File: src/rtl/rom_boot_loader_pkg.sv
// Shared types and constants for the ROM boot loader.
package rom_boot_pkg;

    typedef enum logic [2:0] {
        S_IDLE,
        S_LEN_LO,
        S_LEN_HI,
        S_DATA,
        S_CHECK,
        S_DONE,
        S_ERROR
    } state_e;

    localparam int BYTES_PER_WORD = 4;
    localparam int LEN_WIDTH      = 16;

endpackage

File: src/rtl/rom_boot_loader_if.sv
// Host byte link plus ROM write port and core status of the boot loader.
interface rom_boot_loader_if #(
    parameter int ADDR_WIDTH = 12,
    parameter int DATA_WIDTH = 32
);

    logic                  boot_req;
    logic [7:0]            rx_data;
    logic                  rx_valid;
    logic                  rx_ready;
    logic                  rom_we;
    logic [ADDR_WIDTH-1:0] rom_waddr;
    logic [DATA_WIDTH-1:0] rom_wdata;
    logic                  hold;
    logic                  done;
    logic                  err;

    modport master (
        output boot_req, rx_data, rx_valid,
        input  rx_ready, rom_we, rom_waddr, rom_wdata, hold, done, err
    );

    modport slave (
        input  boot_req, rx_data, rx_valid,
        output rx_ready, rom_we, rom_waddr, rom_wdata, hold, done, err
    );

endinterface

File: src/rtl/rom_boot_loader_word_packer.sv
// Packs accepted bytes LSB-first into 32-bit words and issues one ROM write
// strobe per completed word at sequential word addresses.
module rom_boot_word_packer
    import rom_boot_pkg::*;
#(
    parameter int ADDR_WIDTH = 12,
    parameter int DATA_WIDTH = 32
) (
    input  logic                  clk_i,
    input  logic                  rst_i,
    input  logic                  clr_i,
    input  logic                  byte_en_i,
    input  logic [7:0]            byte_i,
    output logic                  last_lane_o,
    output logic                  rom_we_o,
    output logic [ADDR_WIDTH-1:0] rom_waddr_o,
    output logic [DATA_WIDTH-1:0] rom_wdata_o
);

    logic [1:0]            lane_q;
    logic [DATA_WIDTH-9:0] asm_q;
    logic [ADDR_WIDTH-1:0] idx_q;
    logic                  we_q;
    logic [ADDR_WIDTH-1:0] waddr_q;
    logic [DATA_WIDTH-1:0] wdata_q;

    assign last_lane_o = (lane_q == 2'(BYTES_PER_WORD - 1));
    assign rom_we_o    = we_q;
    assign rom_waddr_o = waddr_q;
    assign rom_wdata_o = wdata_q;

    always_ff @(posedge clk_i) begin
        if (rst_i) begin
            lane_q  <= '0;
            asm_q   <= '0;
            idx_q   <= '0;
            we_q    <= 1'b0;
            waddr_q <= '0;
            wdata_q <= '0;
        end else begin
            we_q <= 1'b0;
            if (clr_i) begin
                lane_q <= '0;
                idx_q  <= '0;
            end else if (byte_en_i) begin
                lane_q <= lane_q + 2'd1;
                // The top lane goes straight into the write register, so the
                // assembly register only ever holds the three lower lanes.
                if (last_lane_o) begin
                    we_q    <= 1'b1;
                    waddr_q <= idx_q;
                    wdata_q <= {byte_i, asm_q};
                    idx_q   <= idx_q + 1'b1;
                end else begin
                    case (lane_q)
                        2'd0:    asm_q[7:0]   <= byte_i;
                        2'd1:    asm_q[15:8]  <= byte_i;
                        default: asm_q[23:16] <= byte_i;
                    endcase
                end
            end
        end
    end

endmodule

File: src/rtl/rom_boot_loader.sv
// Framed byte-stream loader for the instruction ROM: LEN, payload, XOR checksum.
// Holds the core until the image is written and verified.
module rom_boot_loader
    import rom_boot_pkg::*;
#(
    parameter int ADDR_WIDTH = 12,
    parameter int DATA_WIDTH = 32
) (
    input  logic             clk_100MHz,
    input  logic             rst,
    rom_boot_loader_if.slave bus
);

    localparam logic [LEN_WIDTH:0] DEPTH = {{LEN_WIDTH{1'b0}}, 1'b1} << ADDR_WIDTH;

    state_e               state_q;
    logic                 rx_ready_q;
    logic                 hold_q;
    logic                 done_q;
    logic                 err_q;
    logic [7:0]           len_lo_q;
    logic [LEN_WIDTH-1:0] rem_q;
    logic [7:0]           chk_q;

    logic                 xfer;
    logic                 restart;
    logic                 last_lane;
    logic [LEN_WIDTH-1:0] len_d;

    assign xfer    = bus.rx_valid && rx_ready_q;
    assign restart = bus.boot_req &&
                     (state_q == S_IDLE || state_q == S_DONE || state_q == S_ERROR);
    assign len_d   = {bus.rx_data, len_lo_q};

    assign bus.rx_ready = rx_ready_q;
    assign bus.hold     = hold_q;
    assign bus.done     = done_q;
    assign bus.err      = err_q;

    rom_boot_word_packer #(
        .ADDR_WIDTH (ADDR_WIDTH),
        .DATA_WIDTH (DATA_WIDTH)
    ) u_packer (
        .clk_i       (clk_100MHz),
        .rst_i       (rst),
        .clr_i       (restart),
        .byte_en_i   (xfer && (state_q == S_DATA)),
        .byte_i      (bus.rx_data),
        .last_lane_o (last_lane),
        .rom_we_o    (bus.rom_we),
        .rom_waddr_o (bus.rom_waddr),
        .rom_wdata_o (bus.rom_wdata)
    );

    always_ff @(posedge clk_100MHz) begin
        if (rst) begin
            state_q    <= S_IDLE;
            rx_ready_q <= 1'b0;
            hold_q     <= 1'b0;
            done_q     <= 1'b0;
            err_q      <= 1'b0;
            len_lo_q   <= '0;
            rem_q      <= '0;
            chk_q      <= '0;
        end else begin
            case (state_q)
                S_IDLE, S_DONE, S_ERROR: begin
                    if (bus.boot_req) begin
                        state_q    <= S_LEN_LO;
                        rx_ready_q <= 1'b1;
                        hold_q     <= 1'b1;
                        done_q     <= 1'b0;
                        err_q      <= 1'b0;
                        chk_q      <= '0;
                    end
                end
                S_LEN_LO: begin
                    if (xfer) begin
                        len_lo_q <= bus.rx_data;
                        state_q  <= S_LEN_HI;
                    end
                end
                S_LEN_HI: begin
                    if (xfer) begin
                        // Images larger than the ROM are rejected before any write.
                        if ({1'b0, len_d} > DEPTH) begin
                            state_q    <= S_ERROR;
                            rx_ready_q <= 1'b0;
                            err_q      <= 1'b1;
                        end else if (len_d == '0) begin
                            state_q <= S_CHECK;
                        end else begin
                            state_q <= S_DATA;
                            rem_q   <= len_d;
                        end
                    end
                end
                S_DATA: begin
                    if (xfer) begin
                        chk_q <= chk_q ^ bus.rx_data;
                        if (last_lane) begin
                            rem_q <= rem_q - 1'b1;
                            if (rem_q == LEN_WIDTH'(1)) state_q <= S_CHECK;
                        end
                    end
                end
                S_CHECK: begin
                    if (xfer) begin
                        rx_ready_q <= 1'b0;
                        if (bus.rx_data == chk_q) begin
                            state_q <= S_DONE;
                            done_q  <= 1'b1;
                            hold_q  <= 1'b0;
                        end else begin
                            state_q <= S_ERROR;
                            err_q   <= 1'b1;
                        end
                    end
                end
                default: state_q <= S_IDLE;
            endcase
        end
    end

endmodule
File: src/flat_wrapper.sv
// flat-port wrapper written by rule: the top's interface ports become plain ports
module rom_boot_loader_flat import rom_boot_pkg::*;
#(
    parameter int ADDR_WIDTH = 12,
    parameter int DATA_WIDTH = 32
)
  (clk_100MHz, rst, bus_boot_req, bus_rx_data, bus_rx_valid, bus_rx_ready, bus_rom_we, bus_rom_waddr, bus_rom_wdata, bus_hold, bus_done, bus_err);
  rom_boot_loader_if #(.ADDR_WIDTH(ADDR_WIDTH), .DATA_WIDTH(DATA_WIDTH)) bus_i ();
  input  logic clk_100MHz;
  input  logic rst;
  input wire logic [$bits(bus_i.boot_req)-1:0] bus_boot_req;
  input wire logic [$bits(bus_i.rx_data)-1:0] bus_rx_data;
  input wire logic [$bits(bus_i.rx_valid)-1:0] bus_rx_valid;
  output wire logic [$bits(bus_i.rx_ready)-1:0] bus_rx_ready;
  output wire logic [$bits(bus_i.rom_we)-1:0] bus_rom_we;
  output wire logic [$bits(bus_i.rom_waddr)-1:0] bus_rom_waddr;
  output wire logic [$bits(bus_i.rom_wdata)-1:0] bus_rom_wdata;
  output wire logic [$bits(bus_i.hold)-1:0] bus_hold;
  output wire logic [$bits(bus_i.done)-1:0] bus_done;
  output wire logic [$bits(bus_i.err)-1:0] bus_err;
  assign bus_i.boot_req = bus_boot_req;
  assign bus_i.rx_data = bus_rx_data;
  assign bus_i.rx_valid = bus_rx_valid;
  assign bus_rx_ready = bus_i.rx_ready;
  assign bus_rom_we = bus_i.rom_we;
  assign bus_rom_waddr = bus_i.rom_waddr;
  assign bus_rom_wdata = bus_i.rom_wdata;
  assign bus_hold = bus_i.hold;
  assign bus_done = bus_i.done;
  assign bus_err = bus_i.err;
  rom_boot_loader #(.ADDR_WIDTH(ADDR_WIDTH), .DATA_WIDTH(DATA_WIDTH)) u_core (.clk_100MHz(clk_100MHz), .rst(rst), .bus(bus_i));
endmodule
File: config.mk
export PLATFORM = sky130hd
export DESIGN_NAME = rom_boot_loader_flat
export DESIGN_NICKNAME = d
export VERILOG_FILES = /design/src/rtl/rom_boot_loader_pkg.sv /design/src/rtl/rom_boot_loader_if.sv /design/src/rtl/rom_boot_loader_word_packer.sv /design/src/rtl/rom_boot_loader.sv /design/src/flat_wrapper.sv
export SDC_FILE = /design/constraint.sdc
export NUM_CORES = 1
export LEC_CHECK = 0
export CORE_ASPECT_RATIO = 1.1
export CORE_MARGIN = 4
export CORE_UTILIZATION = 51
export DETAILED_ROUTE_END_ITERATION = 8
export GPL_TIMING_DRIVEN = 0
export PLACE_DENSITY = 0.76
export SLEW_MARGIN = 0
export SYNTH_ARGS = -nofsm -noshare
export SYNTH_HDL_FRONTEND = slang
export SYNTH_HIERARCHICAL = 1
export SYNTH_SLANG_ARGS = --single-unit
export TNS_END_PERCENT = 5
File: constraint.sdc
create_clock -name clk_100MHz -period 2.2 [get_ports clk_100MHz]
set_input_delay 0.44 -clock clk_100MHz [delete_from_list [all_inputs] [get_ports clk_100MHz]]
set_output_delay 0.44 -clock clk_100MHz [all_outputs]
set_load 0.02 [all_outputs]
==> summary.txt <==
YOSYS
--------------------------------------------------------------------------------------------------------
Flops & latches, synth                                                                               122
Synthesized area                                                                            0.005515 mm2
Dominant register cell in the synthesized netlist                                                dfxtp_1
Number of enable flip-flop cells after synthesis                                                       0
Post-synth net total                                                                                 692
Synth Area per Inst                                                                            8.183 um2
Yosys Warn Count                                                                                       6
Distinct cells, synth                                                                                 56
Async set-or-reset flop fraction in the synthesized netlist                                           0%
Sequential share of the synthesized area                                                          44.28%
Number of instances in the synthesized netlist                                                       674

ROUTING
--------------------------------------------------------------------------------------------------------
Via/cell ratio                                                                                     5.791
First DRT Iteration DRCs                                                                             422
Drt total wl                                                                                    15260 um
First-pass DRT Iterations                                                                              5
Routed length per instance                                                                      16.66 um
DRC violations left                                                                                    0
Post-DRT Antenna Nets                                                                                  0
Via total after detailed routing                                                                    5305

SETUP PATH
--------------------------------------------------------------------------------------------------------
Critical path's largest stage delay                                                              0.42 ns
Cell with the largest stage delay on the worst path                                              dfxtp_1
Biggest fanout along the worst timing path                                                            10
Ordered list of cells on the worst path                                                     nor4_4 > buf_4 > and4_1 > o31a_1 > or3_4 > buf_6 > a21oi_1 > o32ai_2
Critical path required time                                                                      2.46 ns
Buf+Inv Stages, Crit Path                                                                              2
Largest delay share family, worst path                                                      simple AND/OR/NAND/NOR gates
Setup CP Type                                                                                    reg2reg
CP Launch Type                                                                                      flop
CP Capture Type                                                                                     flop
Critical Path AT                                                                                 2.44 ns

TIMING
--------------------------------------------------------------------------------------------------------
Setup-violating endpoint count in the final report                                                     0
Min Clock Period, post-route                                                                    2.176 ns
Final hold viol count                                                                                  0
Actual slew at the worst max-slew pin                                                          0.7227 ns
Achievable Freq                                                                               0.4595 GHz
Final worst path period share                                                                     98.93%
Setup skew after layout                                                                      0.006489 ns
Unrepaired setup endpoints after global routing                                                     true
Max-slew headroom                                                                                 51.82%
Slew Limit Fails                                                                                       0
Total negative slack for setup checks                                                               0 ns

FLOORPLAN
--------------------------------------------------------------------------------------------------------
Initial core utilization                                                                          52.57%
Die H                                                                                           117.1 um
Width of the chip                                                                               107.2 um
Number of top-level design ports                                                                      61
Total number of placement rows                                                                        39
Core area                                                                                    0.01049 mm2
Floorplan die area                                                                           0.01254 mm2

FINAL LAYOUT
--------------------------------------------------------------------------------------------------------
Ant. Diodes                                                                                            0
Share of layout cells above drive strength 1                                                      13.20%
Layout overhead on the synthesized area                                                           26.59%
Most frequent standard cell in the layout excluding fill and tap cells                           nand2_1
Finished Layout Cells                                                                                916
Most frequent cells in the layout                                                           nand2_1 (121), dfxtp_1 (115), a21oi_1 (85)
Net count, final                                                                                     778

CTS
--------------------------------------------------------------------------------------------------------
Hold buffer count at CTS                                                                               0
Root buffer cell                                                                               clkbuf_16
Total number of clock tree sinks                                                                     122
Clock tree buffer depth                                                                                2
Number of H-tree branching levels                                                                      4
Clock insertion delay at the later pin of the skew report                                        0.41 ns
Clock tree from TritonCTS                                                                          built
Post-CTS clock slew at the launch and capture registers of the worst setup and hold paths        0.06 ns
CTS Buf Count                                                                                         17

GLOBAL ROUTE
--------------------------------------------------------------------------------------------------------
Total global routing track utilization                                                            23.88%
Global-route wire length before repair                                                          23850 um
Vias in the first global route                                                                      4970
GR met1 Demand/Resource                                                                           29.57%
Initial antenna violation count                                                                        0
Global-route track usage on met3                                                                  5.101%
Pin count of the biggest net entering global routing                                                  17
GRT Max-Usage Layer                                                                                 met2
Global Route met2 Usage                                                                           40.26%
Overflow after GRT                                                                                     0

PWR
--------------------------------------------------------------------------------------------------------
Part of the power in combinational logic                                                           16.8%
Net switching component of the power                                                            1.662 mW
Leakage power total                                                                             2.414 nW
Areal power density over the cells                                                          847.6 mW/mm2
Cell Int Power                                                                                  4.256 mW
Sequential power share                                                                             39.4%
Switching part of the total power                                                                 28.08%
Clock Power Share                                                                                  43.8%
Highest ir drop seen on vdd                                                                     536.4 uV

HOLD PATH
--------------------------------------------------------------------------------------------------------
Tightest Hold Check Type                                                                          in2reg

PLACED DESIGN
--------------------------------------------------------------------------------------------------------
Final weighted congestion in routability-driven placement                                         0.9616
HPWL after detailed placement                                                                   10140 um
Quantity of I/O buffers inserted on ports                                                             58
# placed instances                                                                                   875

STATUS
--------------------------------------------------------------------------------------------------------
Result of the run                                                                              completed

FLOW RUN
--------------------------------------------------------------------------------------------------------
MaxCap Viol Count                                                                                      0

==> worst register-to-register path, cell delays in order (launching register included) <==
cell and delay (ns):
dfxtp_1 0.42, nor4_4 0.08, buf_4 0.15, and4_1 0.19
o31a_1 0.33, or3_4 0.40, buf_6 0.16, a21oi_1 0.18
o32ai_2 0.11
==> sequential cells by signal (all words and copies together) (netlist names), 2 cells and up <==
| signal | count |
|---|---|
| u_core/u_packer/idx_q | 12 |
| u_core/chk_q | 8 |
| u_core/u_packer/asm_q | 24 |
| u_core/u_packer/lane_q | 2 |
| u_core/rem_q | 16 |
| u_core/u_packer/rom_wdata_o | 32 |
| u_core/len_lo_q | 8 |
| u_core/u_packer/rom_waddr_o | 12 |
| u_core/state_q | 3 |
==> kinds of logic after synthesis <==
family,count (synthesis),synth area share (%)
and+or+nand+nor,298,26.72
xor gates and xnor gates,4,0.6353
DFF,122,44.28
muxes,28,5.082
adders and majority gates,6,1.361
AOI/OAI and AO/OA,164,17.42
buffers and inverters,52,4.492
==> synthesized netlist by cell type (7+ instances only) <==
cell type  number  area, um2
nand4_1         7      43.79
nor2_1         71      266.5
a21oi_1        87      435.4
buf_2          12      60.06
nand2_1       121      454.2
nand2b_1       22      137.6
clkbuf_1       21      78.83
or3_1           8      50.05
nand3_1        20      100.1
nor3_1          8      40.04
inv_1           9      33.78
o21ai_0        30      150.1
mux2i_1        28      280.3
o21ai_1         9      45.04
a22oi_1         9      67.56
dfxtp_1       122       2442
==> metrics by stage <==
step / area (um2) / setup WS [ns] / util [%] / hold WS (ns) / total power, mW
after CTS: 6877 / -0.1022 / 65.55 / 0.4428 / 5.842
final: 6982 / 0.02360 / 66.55 / 0.4309 / 5.917
after global placement: 6275 / -0.8618 / 59.81 / 0.4415 / 3.225
after global routing: 6982 / -0.04716 / 66.55 / 0.4339 / 6.143
after floorplan: 5515 / 0.1269 / - / 0.4284 / 2.993
after detailed placement: 6275 / -0.8706 / 59.81 / 0.4475 / 3.241
==> final timing paths <==
| path | start | endpoint | slack, ns | depth (start not counted) |
|---|---|---|---|---|
| max | u_core/len_lo_q[3] | u_core/rem_q[3] | 0.02 | 8 |
| min | bus_rx_data[0] | u_core/u_packer/rom_wdata_o[24] | 0.43 | 3 |
| max reg2reg | u_core/len_lo_q[3] | u_core/rem_q[3] | 0.02 | 8 |
| min reg2reg | u_core/u_packer/rom_wdata_o[14] | u_core/u_packer/rom_wdata_o[14] | 0.45 | 2 |
==> layer usage <==
| metal | wire length [um] | part of all wire [%] |
|---|---|---|
| met1 | 6245 | 41 |
| met4 | 337 | 2.2 |
| met3 | 1014 | 6.6 |
| met5 | 0 | 0 |
| met2 | 7665 | 50 |
==> layout make-up <==
type                            instances  area [um2]
Inverter                                9       33.78
Clock inverter                          9       92.59
Clock buffer                           23       467.9
Buffer                                 42       232.7
Tap cell                              143       178.9
Multi-Input combinational cell        500        2899
Timing Repair Buffer                   68       625.6
Fill cell                             859        3510
Sequential cell                       122        2451
==> repair_timing <==
item	in CTS	in global routing
setup endpoints to repair	109	97
resized for setup	21	36
buffers inserted	1	9
pin swaps	1	6
==> power by group through the flow <==
stage	Combinational (mW)	Clock, mW	Sequential (mW)
after floorplan	0.623	0	2.37
after CTS	0.917	2.61	2.31
after global placement	0.872	0	2.35
after global routing	1.07	2.73	2.34
final	0.993	2.59	2.33
after detailed placement	0.883	0	2.36
Power figures use the tool's default switching activity.
